## src/rtl/camera_cfg_pkg.sv

```systemverilog
// camera_cfg_pkg: shared FSM states, ROM markers and address width for the camera init sequencer
package camera_cfg_pkg;
  localparam int ROM_AW = 7;
  localparam logic [15:0] END_MARKER = 16'hFFFF;
  localparam logic [15:0] DELAY_MARKER = 16'hFFF0;
  typedef enum logic [3:0] {
    IDLE, FETCH, WAIT_ROM, DECODE, SEND, WAIT_ACK, DELAY, DONE, ERROR
  } state_e;
endpackage

```

## src/rtl/cfg_delay_timer.sv

```systemverilog
// cfg_delay_timer: down-counter loaded with CYCLES; expired_o flags the final cycle of the wait
module cfg_delay_timer #(
  parameter int CYCLES = 5,
  parameter int W = $clog2(CYCLES) + 1
) (
  input  logic clk,
  input  logic rst,
  input  logic load_i,
  output logic expired_o
);
  logic [W-1:0] cnt_q, cnt_d;
  always_comb cnt_d = load_i ? W'(CYCLES) : (cnt_q != '0) ? cnt_q - W'(1) : cnt_q;
  always_ff @(posedge clk or posedge rst)
    if (rst) cnt_q <= '0;
    else cnt_q <= cnt_d;
  // A load of N gives exactly N cycles with a nonzero count, the last one reading 1
  assign expired_o = cnt_q == W'(1);
endmodule

```

## src/rtl/camera_config_seq.sv

```systemverilog
// camera_config_seq: walks the init ROM, issuing SCCB writes with retries and timed delay entries
module camera_config_seq
  import camera_cfg_pkg::*;
#(
  parameter int CLK_FREQ_HZ = 100_000_000,
  parameter int DELAY_MS = 10,
  parameter int MAX_RETRY = 3
) (
  input  logic              clk,
  input  logic              reset,
  input  logic              cfg_start,
  output logic [ROM_AW-1:0] rom_addr,
  input  logic [15:0]       rom_data,
  output logic              sccb_start,
  output logic [7:0]        sccb_reg,
  output logic [7:0]        sccb_val,
  input  logic              sccb_busy,
  input  logic              sccb_done,
  input  logic              sccb_nack,
  output logic              cfg_busy,
  output logic              cfg_done,
  output logic              cfg_error
);
  localparam int DELAY_CYCLES = CLK_FREQ_HZ / 1000 * DELAY_MS;
  localparam int RW = $clog2(MAX_RETRY + 1);

  state_e            state_q, state_d;
  logic [ROM_AW-1:0] addr_q, addr_d, next_addr;
  logic [7:0]        reg_q, reg_d, val_q, val_d;
  logic [RW-1:0]     retry_q, retry_d;
  logic [RW:0]       retry_inc;
  logic              done_q, done_d, error_q, error_d;
  logic              delay_load, delay_expired;
  state_e            after_entry;

  cfg_delay_timer #(.CYCLES(DELAY_CYCLES)) u_delay (
    .clk      (clk),
    .rst      (reset),
    .load_i   (delay_load),
    .expired_o(delay_expired)
  );

  // The last ROM slot finishes the sequence instead of wrapping back to 0
  assign next_addr   = &addr_q ? addr_q : addr_q + ROM_AW'(1);
  assign after_entry = &addr_q ? DONE : FETCH;
  assign retry_inc   = {1'b0, retry_q} + (RW + 1)'(1);

  always_ff @(posedge clk or posedge reset)
    if (reset) begin
      state_q <= IDLE;
      addr_q  <= '0;
      reg_q   <= '0;
      val_q   <= '0;
      retry_q <= '0;
      done_q  <= 1'b0;
      error_q <= 1'b0;
    end else begin
      state_q <= state_d;
      addr_q  <= addr_d;
      reg_q   <= reg_d;
      val_q   <= val_d;
      retry_q <= retry_d;
      done_q  <= done_d;
      error_q <= error_d;
    end

  always_comb begin
    state_d = state_q;
    addr_d  = addr_q;
    reg_d   = reg_q;
    val_d   = val_q;
    retry_d = retry_q;
    done_d  = done_q;
    error_d = error_q;
    case (state_q)
      IDLE:
        if (cfg_start) begin
          state_d = FETCH;
          addr_d  = '0;
          retry_d = '0;
          done_d  = 1'b0;
          error_d = 1'b0;
        end
      FETCH:    state_d = WAIT_ROM;
      WAIT_ROM: state_d = DECODE;
      DECODE:
        if (rom_data == END_MARKER) state_d = DONE;
        else if (rom_data == DELAY_MARKER) state_d = DELAY;
        else begin
          reg_d   = rom_data[15:8];
          val_d   = rom_data[7:0];
          state_d = SEND;
        end
      SEND:     state_d = sccb_busy ? SEND : WAIT_ACK;
      WAIT_ACK:
        if (sccb_done && !sccb_nack) begin
          retry_d = '0;
          addr_d  = next_addr;
          state_d = after_entry;
        end else if (sccb_done) begin
          retry_d = retry_inc[RW-1:0];
          state_d = retry_inc < (RW + 1)'(MAX_RETRY) ? SEND : ERROR;
        end
      DELAY:
        if (delay_expired) begin
          addr_d  = next_addr;
          state_d = after_entry;
        end
      default:  state_d = IDLE;
    endcase
    if (state_d == DONE) done_d = 1'b1;
    if (state_d == ERROR) error_d = 1'b1;
  end

  always_comb begin
    sccb_start = state_q == SEND && !sccb_busy;
    cfg_busy   = state_q != IDLE;
    delay_load = state_q == DECODE && rom_data == DELAY_MARKER;
  end

  assign rom_addr  = addr_q;
  assign sccb_reg  = reg_q;
  assign sccb_val  = val_q;
  assign cfg_done  = done_q;
  assign cfg_error = error_q;
endmodule

```

## config.mk

```make
export PLATFORM = sky130hd
export DESIGN_NAME = camera_config_seq
export DESIGN_NICKNAME = d
export VERILOG_FILES = /design/src/rtl/camera_cfg_pkg.sv /design/src/rtl/cfg_delay_timer.sv /design/src/rtl/camera_config_seq.sv
export SDC_FILE = /design/constraint.sdc
export NUM_CORES = 1
export LEC_CHECK = 0
export ABC_CLOCK_PERIOD_IN_PS = 6300
export BUFFER_PORTS_ARGS = -buffer_cell sky130_fd_sc_hd__buf_4
export CORE_ASPECT_RATIO = 1.75
export CORE_MARGIN = 4
export CORE_UTILIZATION = 50
export DETAILED_ROUTE_END_ITERATION = 12
export PLACE_DENSITY = 0.72
export SLEW_MARGIN = 20
export SYNTH_ARGS = -nofsm -noshare
export SYNTH_HDL_FRONTEND = slang
export SYNTH_HIERARCHICAL = 1
export SYNTH_SLANG_ARGS = --single-unit
```

## constraint.sdc

```tcl
create_clock -name clk -period 6.3 [get_ports clk]
set_input_delay 0.63 -clock clk [delete_from_list [all_inputs] [get_ports clk]]
set_output_delay 0.63 -clock clk [all_outputs]
set_load 0.005 [all_outputs]
```

==> results of run 1 <==
-- per-layer routing --
metal  track usage [%]  wire [µm]  up-vias
li1                  -          -     1169
met1              21.0       2540     1168
met2              32.9       3550       41
met3              3.87        193       11
met4              7.06        142        0
met5                 0          0        -
-- final timing paths --
check / start / endpoint / slack (ns) / depth (start not counted)
max in group asynchronous: reset / u_delay/cnt_q[0] / 5.29 / 2
min in group clk: cfg_error / cfg_error / 0.49 / 1
max reg2reg: u_delay/cnt_q[4] / rom_addr[5] / 2.85 / 7
max: u_delay/cnt_q[4] / rom_addr[5] / 2.85 / 7
min: reset / sccb_reg[7] / 0.39 / 3
min reg2reg: cfg_error / cfg_error / 0.49 / 1
-- critical path: stages, from the launching register on --
cell and delay (ns):
dfrtp_1 0.46, nor4_4 0.50, and4b_1 0.77, and4b_1 0.39, o2bb2ai_1 0.09, a221o_1 0.46, or4_1 0.54, a21oi_1 0.16
-- power groups by stage --
stage	clock (mW)	sequential, mW	combinational [mW]
floorplan	0	0.488	0.233
global placement	0	0.512	0.374
detailed placement	0	0.515	0.381
CTS	0.199	0.508	0.382
global route	0.213	0.522	0.416
finish	0.191	0.507	0.376
-- final cells by class --
type / count / area share (%)
clock buffers: 5 / 1.98
clock inverters: 3 / 0.539
inverters: 10 / 1.08
multi-input cells: 216 / 44.9
flip-flops and latches: 52 / 37.4
well taps: 78 / 2.80
repair buffers: 52 / 11.3
-- synth_stat cells, types with 8 or more instances --
cell type,n
a21oi_1,15
dfrtp_1,52
inv_1,10
mux2_2,18
nand2_1,15
nand3_1,10
nor2_1,26
nor2b_1,14
nor3_1,8
o21ai_0,10
or3_1,9
-- kinds of logic (layout without fill, tap and decap cells) --
kind of cell	Yosys count	in the layout	share of synthesized area [%]
adder cells (fa/ha/maj)	4	4	1.67
buffers and inverters	26	70	4.75
AO/OA/AOI/OAI	59	59	14.0
XOR/XNOR	1	1	0.542
flip-flops	52	52	43.3
AND/OR/NAND/NOR	124	124	24.7
multiplexers	28	28	11.1
-- per-stage QoR --
stage	worst slack [ns]	util [%]	instances	hold WS (ns)
floorplan	3.58	-	294	0.474
detailed placement	2.84	57.5	407	0.477
CTS	2.88	59.0	415	0.403
global route	2.57	59.2	416	0.420
finish	2.85	59.2	416	0.388
global placement	2.90	57.5	407	0.465
-- cell usage in the layout (no fill, tap or decap), types with 3 or more instances in the layout --
cell | netlist | routed
dfrtp_1 | 52 | 52
buf_4 | 2 | 51
nor2_1 | 26 | 26
mux2_2 | 18 | 18
nand2_1 | 15 | 15
a21oi_1 | 15 | 15
nor2b_1 | 14 | 14
inv_1 | 10 | 10
o21ai_0 | 10 | 10
nand3_1 | 10 | 10
or3_1 | 9 | 9
nor3_1 | 8 | 7
mux2_4 | 6 | 6
nand2b_1 | 5 | 5
nand4_1 | 5 | 5
o31ai_1 | 5 | 5
nor4_1 | 5 | 5
clkbuf_8 | 0 | 5
a21oi_2 | 5 | 5
mux2i_1 | 4 | 4
ha_1 | 4 | 4
nand4b_1 | 4 | 4
nand3b_1 | 3 | 3
a211o_2 | 3 | 3
a2111oi_0 | 3 | 3
o31a_2 | 3 | 3
==> reports/metrics.cfg, run 1 <==
[synth]
synthTopCellsByArea=dfrtp_1 43%, mux2_2 6.8%, nor2_1 3.2%
async_flop_share_pct=100
yosys_warnings=6
avgSynthCellArea_um2=10.2
yosysUniqueCellTypes=55
ys_ff_latch=52
yosysTopAreaCellShare_pct=43.3
synth_edf_count=0
synth_top_cell_by_area=dfrtp_1
syn_area_um2=3000
netlist_instances=294
dominantRegCellSynth=dfrtp_1
synth_nets=320
ys_seq_area_share_pct=43.3

[global_route]
grt_pass1_wl_um=10800
grt_max_degree=34
gr-total-overflow=0
grt_pass1_vias=2379
grt_antenna_before_repair=0
track_usage_pct=18.6

[power_and_ir_drop]
p_sw_mw=0.366
powerDensity_nw_per_um2=309
pwr-share-comb_pct=35.0
power_mw=1.07
p_leak_nw=1.43
seq_power_share_pct=47.2
p_sw_share_pct=34.1
ir_drop_mv=0.128
pwr-share-clk_pct=17.8
intPower_mw=0.708

[die]
core_um2=5880
start_util_pct=51.1
die-width_um=66.6
die_height_um=111
die_area_um2=7360
num_io_pins=49
fp-row-count=37

[placement]
gp_congestion=0.859
dp_hpwl_um=4700
numPortBuffers=48
postPlaceCellArea_um2=3380

[layout]
fillers=529
stdcell_area_um2=3480
multiInputGateArea_um2=1560
syn_to_final_growth_pct=16.0
largest_register_ffs=21
seqCellArea_um2=1300
antenna_cells=0
drive_gt1_share_pct=31.1
nNetsFinal=363

[critical_path]
critPathMaxFanout=18
cp_data_arrival_time_ns=3.69
path_class=reg -> reg
critPathLaunchType=flip-flop
worstSetupEndpointType=flip-flop
worst-endpoint-required_ns=6.54

[cts]
post_cts_buffers=0
cts_tree=done
clk-insertion-delay-late_ns=0.31
numCtsBuffers=5
clk_pin_slew_ns=0.09
post_cts_resized=0
postCtsHoldBufs=0
htreeDepth=2
clockRootBuffer=clkbuf_8
cts.sinks=52
cts_buffer_depth=2

[drt]
drtAntennaViolNets=0
vias_per_cell=5.74
drtPass1Iterations=4
route.vias.total=2389
drc=0
wl_per_cell_um=15.5
drtIter0Drc=164
drt_wl_total_um=6430

[sta]
maxSlewViolCount=0
fin_worst_skew_ns=0.00333
rsz0062_at_grt=false
setup_violations=0
relSlewSlack_pct=44.3
min_period_ns=3.45
setup_tns_ns=0
hold_violations=0
clock.fmax_mhz=290
period_share_pct=54.7
tightestPinTransition_ns=0.835

[outcome]
status=finished clean

[flow_run]
drv_cap=0

[min_path]
hold_path.class=in -> async

Note: power is estimated with default switching activity, not from simulation.
==> run 2: changes to the inputs <==
--- a/config.mk
+++ b/config.mk
@@ -5,13 +5,13 @@
 export SDC_FILE = /design/constraint.sdc
 export NUM_CORES = 1
 export LEC_CHECK = 0
-export ABC_CLOCK_PERIOD_IN_PS = 6300
+export ABC_CLOCK_PERIOD_IN_PS = 3000
 export BUFFER_PORTS_ARGS = -buffer_cell sky130_fd_sc_hd__buf_4
 export CORE_ASPECT_RATIO = 1.75
 export CORE_MARGIN = 4
 export CORE_UTILIZATION = 50
 export DETAILED_ROUTE_END_ITERATION = 12
-export PLACE_DENSITY = 0.72
+export PLACE_DENSITY = 0.75
 export SLEW_MARGIN = 20
 export SYNTH_ARGS = -nofsm -noshare
 export SYNTH_HDL_FRONTEND = slang
==> constraint.sdc (replaced) <==
create_clock -name clk -period 3 [get_ports clk]
set_input_delay 0.3 -clock clk [delete_from_list [all_inputs] [get_ports clk]]
set_output_delay 0.3 -clock clk [all_outputs]
set_load 0.005 [all_outputs]
==> reports/metrics.cfg, run 2 (synthesis gave the netlist of run 1 again) <==
[drt]
drtAntennaViolNets=0  ; unchanged
vias_per_cell=5.70  ; was 5.74
drc=0  ; unchanged
drtIter0Drc=190  ; was 164
drtPass1Iterations=4  ; unchanged
wl_per_cell_um=15.5  ; about the same
drt_wl_total_um=6590  ; was 6430 µm
route.vias.total=2428  ; was 2389

[placement]
dp_hpwl_um=4930  ; was 4700 µm
numPortBuffers=48  ; unchanged
placed_cells=417  ; was 407
gp_congestion=0.898  ; was 0.859
postPlaceCellArea_um2=3460  ; was 3380 µm²

[die]
fp-row-count=37  ; unchanged
die-width_um=66.6  ; unchanged
die_height_um=111  ; unchanged
core_um2=5880  ; unchanged
die_area_um2=7360  ; unchanged
num_io_pins=49  ; unchanged
start_util_pct=51.1  ; unchanged

[outcome]
status=finished clean  ; unchanged

[cts]
clockRootBuffer=clkbuf_8  ; unchanged
cts_buffer_depth=2  ; unchanged
numCtsBuffers=5  ; unchanged
clk-insertion-delay-late_ns=0.31  ; about the same
cts.sinks=52  ; unchanged
clk_pin_slew_ns=0.09  ; about the same
cts_tree=done  ; unchanged
htreeDepth=2  ; unchanged
post_cts_buffers=0  ; unchanged

[layout]
drive_gt1_share_pct=32.5  ; was 31.1%
stdcell_area_um2=3580  ; was 3480 µm²
antenna_cells=0  ; unchanged
nNetsFinal=373  ; was 363
syn_to_final_growth_pct=19.2  ; was 16.0%
largest_register_ffs=21  ; unchanged
layout_common_cells=61 x buf_4, 52 x dfrtp_1, 26 x nor2_1  ; was 52 x dfrtp_1, 51 x buf_4, 26 x nor2_1
multiInputGateArea_um2=1560  ; unchanged
seqCellArea_um2=1300  ; unchanged
fillers=494  ; was 529
post-route-util_pct=60.9  ; was 59.2%
final_cell_count_no_fill=426  ; was 416
final_common_cell=buf_4  ; was dfrtp_1

[global_route]
grt_pass1_wl_um=11200  ; was 10800 µm
track_usage_pct=19.2  ; was 18.6%
grt_max_degree=33  ; was 34
gr-total-overflow=0  ; unchanged
grt_pass1_vias=2453  ; was 2379
grt_antenna_before_repair=0  ; unchanged

[sta]
setup_violations=0  ; unchanged
relSlewSlack_pct=44.6  ; was 44.3%
min_period_ns=2.67  ; was 3.45 ns
tightestPinTransition_ns=0.831  ; was 0.835 ns
hold_violations=0  ; unchanged
clock.fmax_mhz=374  ; was 290 MHz
setup_tns_ns=0  ; unchanged
period_share_pct=89.1  ; was 54.7%
maxSlewViolCount=0  ; unchanged
fin_worst_skew_ns=0.00746  ; was 0.00333 ns
rsz0062_at_grt=false  ; unchanged
whs_ns=0.229  ; was 0.388 ns

[critical_path]
worstSetupEndpointType=flip-flop  ; unchanged
worst-endpoint-required_ns=3.24  ; was 6.54 ns
rr_worst_depth=8  ; was 7
cp-startpoint=u_delay/cnt_q[16]  ; was u_delay/cnt_q[4]
critPathMaxFanout=7  ; was 18
crit_slowest_cell=or4_4  ; was and4b_1
worstReg2RegEnd=rom_addr[3]  ; was rom_addr[5]
r2r_slack_ns=0.33  ; was 2.85 ns
r2r-start=u_delay/cnt_q[16]  ; was u_delay/cnt_q[4]
cpPeakStageDelay_ns=0.55  ; was 0.77 ns
path_cells=or4_4 -> nor3_1 -> and4b_1 -> o2bb2ai_1 -> a221o_1 -> buf_4 -> or3_1 -> a21oi_1  ; was nor4_4 -> and4b_1 -> and4b_1 -> o2bb2ai_1 -> a221o_1 -> or4_1 -> a21oi_1
critPathTopFamily=simple AND/OR/NAND/NOR gates  ; unchanged
critPathLaunchType=flip-flop  ; unchanged
cp.depth=8  ; was 7
path_class=reg -> reg  ; unchanged
crit_end=rom_addr[3]  ; was rom_addr[5]
crit_buf_inv=1  ; was 0
cp_data_arrival_time_ns=2.91  ; was 3.69 ns

[power_and_ir_drop]
p_leak_nw=1.49  ; was 1.43 nW
powerDensity_nw_per_um2=669  ; was 309 nW/µm²
intPower_mw=1.62  ; was 0.708 mW
p_sw_mw=0.776  ; was 0.366 mW
p_sw_share_pct=32.4  ; was 34.1%
seq_power_share_pct=42.0  ; was 47.2%
ir_drop_mv=0.328  ; was 0.128 mV
pwr-share-comb_pct=37.7  ; was 35.0%
pwr-share-clk_pct=20.3  ; was 17.8%

[flow_run]
drv_cap=0  ; unchanged

[min_path]
hold_path.class=in -> reg  ; was in -> async

run 2: cell types whose count changed in the layout (fill, tap and decap cells not counted):
| cell | previous run | this run |
|---|---|---|
| clkinv_2 | 2 | 0 |
| dlygate4sd3_1 | 0 | 1 |
| buf_6 | 1 | 0 |
| inv_6 | 0 | 1 |
| bufinv_16 | 0 | 1 |
| buf_4 | 51 | 61 |
| clkbuf_1 | 0 | 1 |
| clkinv_4 | 1 | 0 |
run 2: what timing repair did:
action | CTS | global route
hold buffers | 1 | 0
endpoints found under the hold margin | 5 | 0
gates resized for setup | 0 | 0
run 2: area by class of cell:
cell class              count  share of cell area (%)
well taps                  78                    2.73
flip-flops and latches     52                    36.4
repair buffers             62                    13.1
clock inverters             2                    1.08
inverters                  10                    1.05
multi-input cells         216                    43.7
clock buffers               6                    2.03
run 2: per-layer routing:
| metal | vias up | routed length, µm | global-route usage (%) |
|---|---|---|---|
| met5 | - | 0 | 0 |
| met4 | 0 | 189 | 7.33 |
| met3 | 17 | 282 | 3.36 |
| met2 | 60 | 3570 | 33.9 |
| met1 | 1164 | 2550 | 22.4 |
| li1 | 1187 | - | - |
run 2: worst register-to-register path, cell delays in order, from the launching register on:
cell,delay [ns]
dfrtp_1,0.45
or4_4,0.55
nor3_1,0.13
and4b_1,0.28
o2bb2ai_1,0.09
a221o_1,0.41
buf_4,0.19
or3_1,0.35
a21oi_1,0.15
run 2: worst min-delay path by stage:
stage / from / to / slack, ns / cells after the start
floorplan: reset / u_delay/cnt_q[0] / 0.28 / 1
global placement: reset / sccb_val[4] / 0.23 / 2
detailed placement: reset / sccb_val[2] / 0.24 / 2
CTS: rom_data[5] / sccb_val[5] / 0.22 / 2
global route: rom_data[10] / sccb_reg[2] / 0.21 / 2
finish: rom_data[5] / sccb_val[5] / 0.23 / 2
run 2: per-stage QoR:
step | total power, mW | worst slack [ns]
after global routing | 2.56 | 0.139
after CTS | 2.42 | 0.322
after global placement | 1.90 | 0.411
after floorplan | 1.51 | 0.301
after detailed placement | 1.93 | 0.342
final | 2.39 | 0.328
run 2: power by group through the flow:
stage	sequential, mW	clock (mW)	combinational, mW
CTS	1.01	0.500	0.912
detailed placement	1.02	0	0.906
floorplan	1.02	0	0.489
finish	1.01	0.486	0.902
global placement	1.01	0	0.890
global route	1.03	0.531	0.999
==> run 3: changes to the inputs <==
--- a/config.mk
+++ b/config.mk
@@ -5,13 +5,14 @@
 export SDC_FILE = /design/constraint.sdc
 export NUM_CORES = 1
 export LEC_CHECK = 0
+export ABC_AREA = 1
 export ABC_CLOCK_PERIOD_IN_PS = 3000
 export BUFFER_PORTS_ARGS = -buffer_cell sky130_fd_sc_hd__buf_4
 export CORE_ASPECT_RATIO = 1.75
 export CORE_MARGIN = 4
 export CORE_UTILIZATION = 50
 export DETAILED_ROUTE_END_ITERATION = 12
-export PLACE_DENSITY = 0.75
+export PLACE_DENSITY = 0.74
 export SLEW_MARGIN = 20
 export SYNTH_ARGS = -nofsm -noshare
 export SYNTH_HDL_FRONTEND = slang
==> reports/metrics.cfg, run 3 <==
[outcome]
status=finished clean  ; unchanged

[layout]
syn_to_final_growth_pct=17.1  ; was 19.2%
nNetsFinal=514  ; was 373
final_cell_count_no_fill=569  ; was 426
layout_common_cells=139 x nand2_1, 59 x nor2_1, 52 x dfrtp_1  ; was 61 x buf_4, 52 x dfrtp_1, 26 x nor2_1
antenna_cells=0  ; unchanged
final_common_cell=nand2_1  ; was buf_4
drive_gt1_share_pct=20.2  ; was 32.5%
stdcell_area_um2=3670  ; was 3580 µm²
largest_register_ffs=21  ; unchanged

[critical_path]
critPathLaunchType=flip-flop  ; unchanged
crit_end=u_delay/cnt_q[1]  ; was rom_addr[3]
worstReg2RegEnd=u_delay/cnt_q[1]  ; was rom_addr[3]
rr_worst_depth=10  ; was 8
r2r_slack_ns=0.84  ; was 0.33 ns
cp_data_arrival_time_ns=2.42  ; was 2.91 ns
r2r-start=state_q[0]  ; was u_delay/cnt_q[16]
critPathMaxFanout=19  ; was 7
cp-startpoint=state_q[0]  ; was u_delay/cnt_q[16]
worst-endpoint-required_ns=3.26  ; was 3.24 ns
path_class=reg -> reg  ; unchanged
worstSetupEndpointType=flip-flop  ; unchanged

[sta]
maxSlewViolCount=0  ; unchanged
setup_violations=0  ; unchanged
tightestPinTransition_ns=0.838  ; was 0.831 ns
fin_ws_ns=0.838  ; was 0.328 ns
setup_tns_ns=0  ; unchanged
period_share_pct=72.1  ; was 89.1%
rsz0062_at_grt=false  ; unchanged
hold_violations=0  ; unchanged
min_period_ns=2.16  ; was 2.67 ns
relSlewSlack_pct=44.1  ; was 44.6%
clock.fmax_mhz=463  ; was 374 MHz
fin_worst_skew_ns=0.00843  ; was 0.00746 ns

[synth]
ys_seq_area_share_pct=41.5  ; was 43.3%
synth_top_cell_by_area=dfrtp_1  ; unchanged
yosysMostFrequentCell=nand2_1  ; was dfrtp_1
async_flop_share_pct=100  ; unchanged
synth_nets=461  ; was 320
yosysTopAreaCellShare_pct=41.5  ; was 43.3%
synth_edf_count=0  ; unchanged
syn_area_um2=3140  ; was 3000 µm²
netlist_instances=435  ; was 294
avgSynthCellArea_um2=7.22  ; was 10.2 µm²
dominantRegCellSynth=dfrtp_1  ; unchanged
ys_ff_latch=52  ; unchanged
yosysUniqueCellTypes=32  ; was 55
synthTopCellsByArea=dfrtp_1 41%, nand2_1 17%, nor2_1 7.1%  ; was dfrtp_1 43%, mux2_2 6.8%, nor2_1 3.2%
synthTopCellsByCount=139 x nand2_1, 59 x nor2_1, 52 x dfrtp_1  ; was 52 x dfrtp_1, 26 x nor2_1, 18 x mux2_2
yosys_warnings=6  ; unchanged

[drt]
drtPass1Iterations=4  ; unchanged
vias_per_cell=5.18  ; was 5.70
wl_per_cell_um=13.7  ; was 15.5 µm
drc=0  ; unchanged
drt_wl_total_um=7820  ; was 6590 µm
drtIter0Drc=167  ; was 190
route.vias.total=2949  ; was 2428
drtAntennaViolNets=0  ; unchanged

[placement]
placed_cells=561  ; was 417
postPlaceCellArea_um2=3580  ; was 3460 µm²
place_ws_ns=0.870  ; was 0.342 ns
numPortBuffers=48  ; unchanged
dp_hpwl_um=6100  ; was 4930 µm
gp_congestion=1.02  ; was 0.898

[min_path]
hold_path.class=in -> async  ; was in -> reg

[global_route]
gr-total-overflow=0  ; unchanged
grt_max_degree=32  ; was 33
grt_pass1_vias=2915  ; was 2453
use_met1_pct=22.0  ; was 22.4%
grt_use_met2_pct=40.3  ; was 33.9%
track_usage_pct=22.0  ; was 19.2%
globalRoute.busiestLayer=met2  ; unchanged
met3_usage_pct=3.97  ; was 3.36%
grt_antenna_before_repair=0  ; unchanged
grt_pass1_wl_um=12800  ; was 11200 µm

[cts]
cts_tree=done  ; unchanged
post_cts_buffers=0  ; unchanged
clk-insertion-delay-late_ns=0.32  ; was 0.31 ns
clockRootBuffer=clkbuf_8  ; unchanged
numCtsBuffers=5  ; unchanged
clk_pin_slew_ns=0.10  ; was 0.09 ns
htreeDepth=2  ; unchanged
post_cts_resized=0  ; unchanged
postCtsHoldBufs=0  ; was 1
cts.sinks=52  ; unchanged
cts_buffer_depth=2  ; unchanged

[die]
die_area_um2=7660  ; was 7360 µm²
core_um2=6130  ; was 5880 µm²
start_util_pct=51.2  ; was 51.1%
die-width_um=67.9  ; was 66.6 µm
die_height_um=113  ; was 111 µm
fp-row-count=38  ; was 37
num_io_pins=49  ; unchanged

[flow_run]
drv_cap=0  ; unchanged

[power_and_ir_drop]
ir_drop_mv=0.340  ; was 0.328 mV
powerDensity_nw_per_um2=646  ; was 669 nW/µm²
p_leak_nw=1.93  ; was 1.49 nW

## run 3: changes by cell type in the layout (fill, tap and decap cells not counted), sizes merged, moves of 11 or more
cell,delta
buf,-11
inv,+43
mux2,-24
nand2,+130
nand3,+24
nor2,+49
nor2b,-14
o21ai,+14
## run 3: logic make-up after synthesis
group / synth area share, %
compound gates: 6.30
fa+ha+maj: 1.59
xor+xnor: 1.39
buf+inv: 7.57
simple gates: 41.7
flops: 41.5
## run 3: critical path, cell delays in order (launching register included)
cell and delay, ns:
dfrtp_1 0.52, nand2_2 0.12, nor2_4 0.16, inv_4 0.11
nor3_1 0.34, inv_2 0.23, nand3_1 0.15, nor2_2 0.07
nand3_2 0.16, nand2_1 0.10, o21ai_1 0.13
## run 3: how the worst min path moves through the flow
stage | from | to | slack [ns] | cells past startpoint
global placement | reset | sccb_reg[3] | 0.42 | 3
detailed placement | reset | sccb_reg[2] | 0.42 | 3
floorplan | reset | u_delay/cnt_q[0] | 0.28 | 1
global route | reset | sccb_reg[3] | 0.08 | 3
CTS | reset | sccb_reg[2] | 0.06 | 3
finish | reset | sccb_reg[3] | 0.06 | 3
## run 3: per-stage QoR
step	power [mW]	util (%)	hold WS, ns
after floorplan	1.60	-	0.277
after global placement	1.95	58.4	0.419
after detailed placement	1.98	58.4	0.423
after CTS	2.40	59.9	0.0633
after global routing	2.56	59.9	0.0781
final	2.37	59.9	0.0612
## run 3: layout make-up
class	instances	area, µm²
repair buffers	50	375
flip-flops and latches	52	1300
well taps	80	100
clock buffers	5	68.8
inverters	54	205
multi-input cells	325	1600
clock inverters	3	23.8
fillers	606	2460
## run 3: per-layer routing
| metal | part of all wire [%] | routed length, µm |
|---|---|---|
| met4 | 4.5 | 354 |
| met1 | 36 | 2780 |
| met3 | 3.9 | 304 |
| met5 | 0 | 0 |
| met2 | 56 | 4380 |
## run 3: power breakdown
part	switching, mW	total (mW)	internal [mW]	leakage (nW)
Sequential	0.121	0.986	0.865	0.664
Combinational	0.562	0.966	0.405	1.23
Clock	0.256	0.422	0.166	0.0404
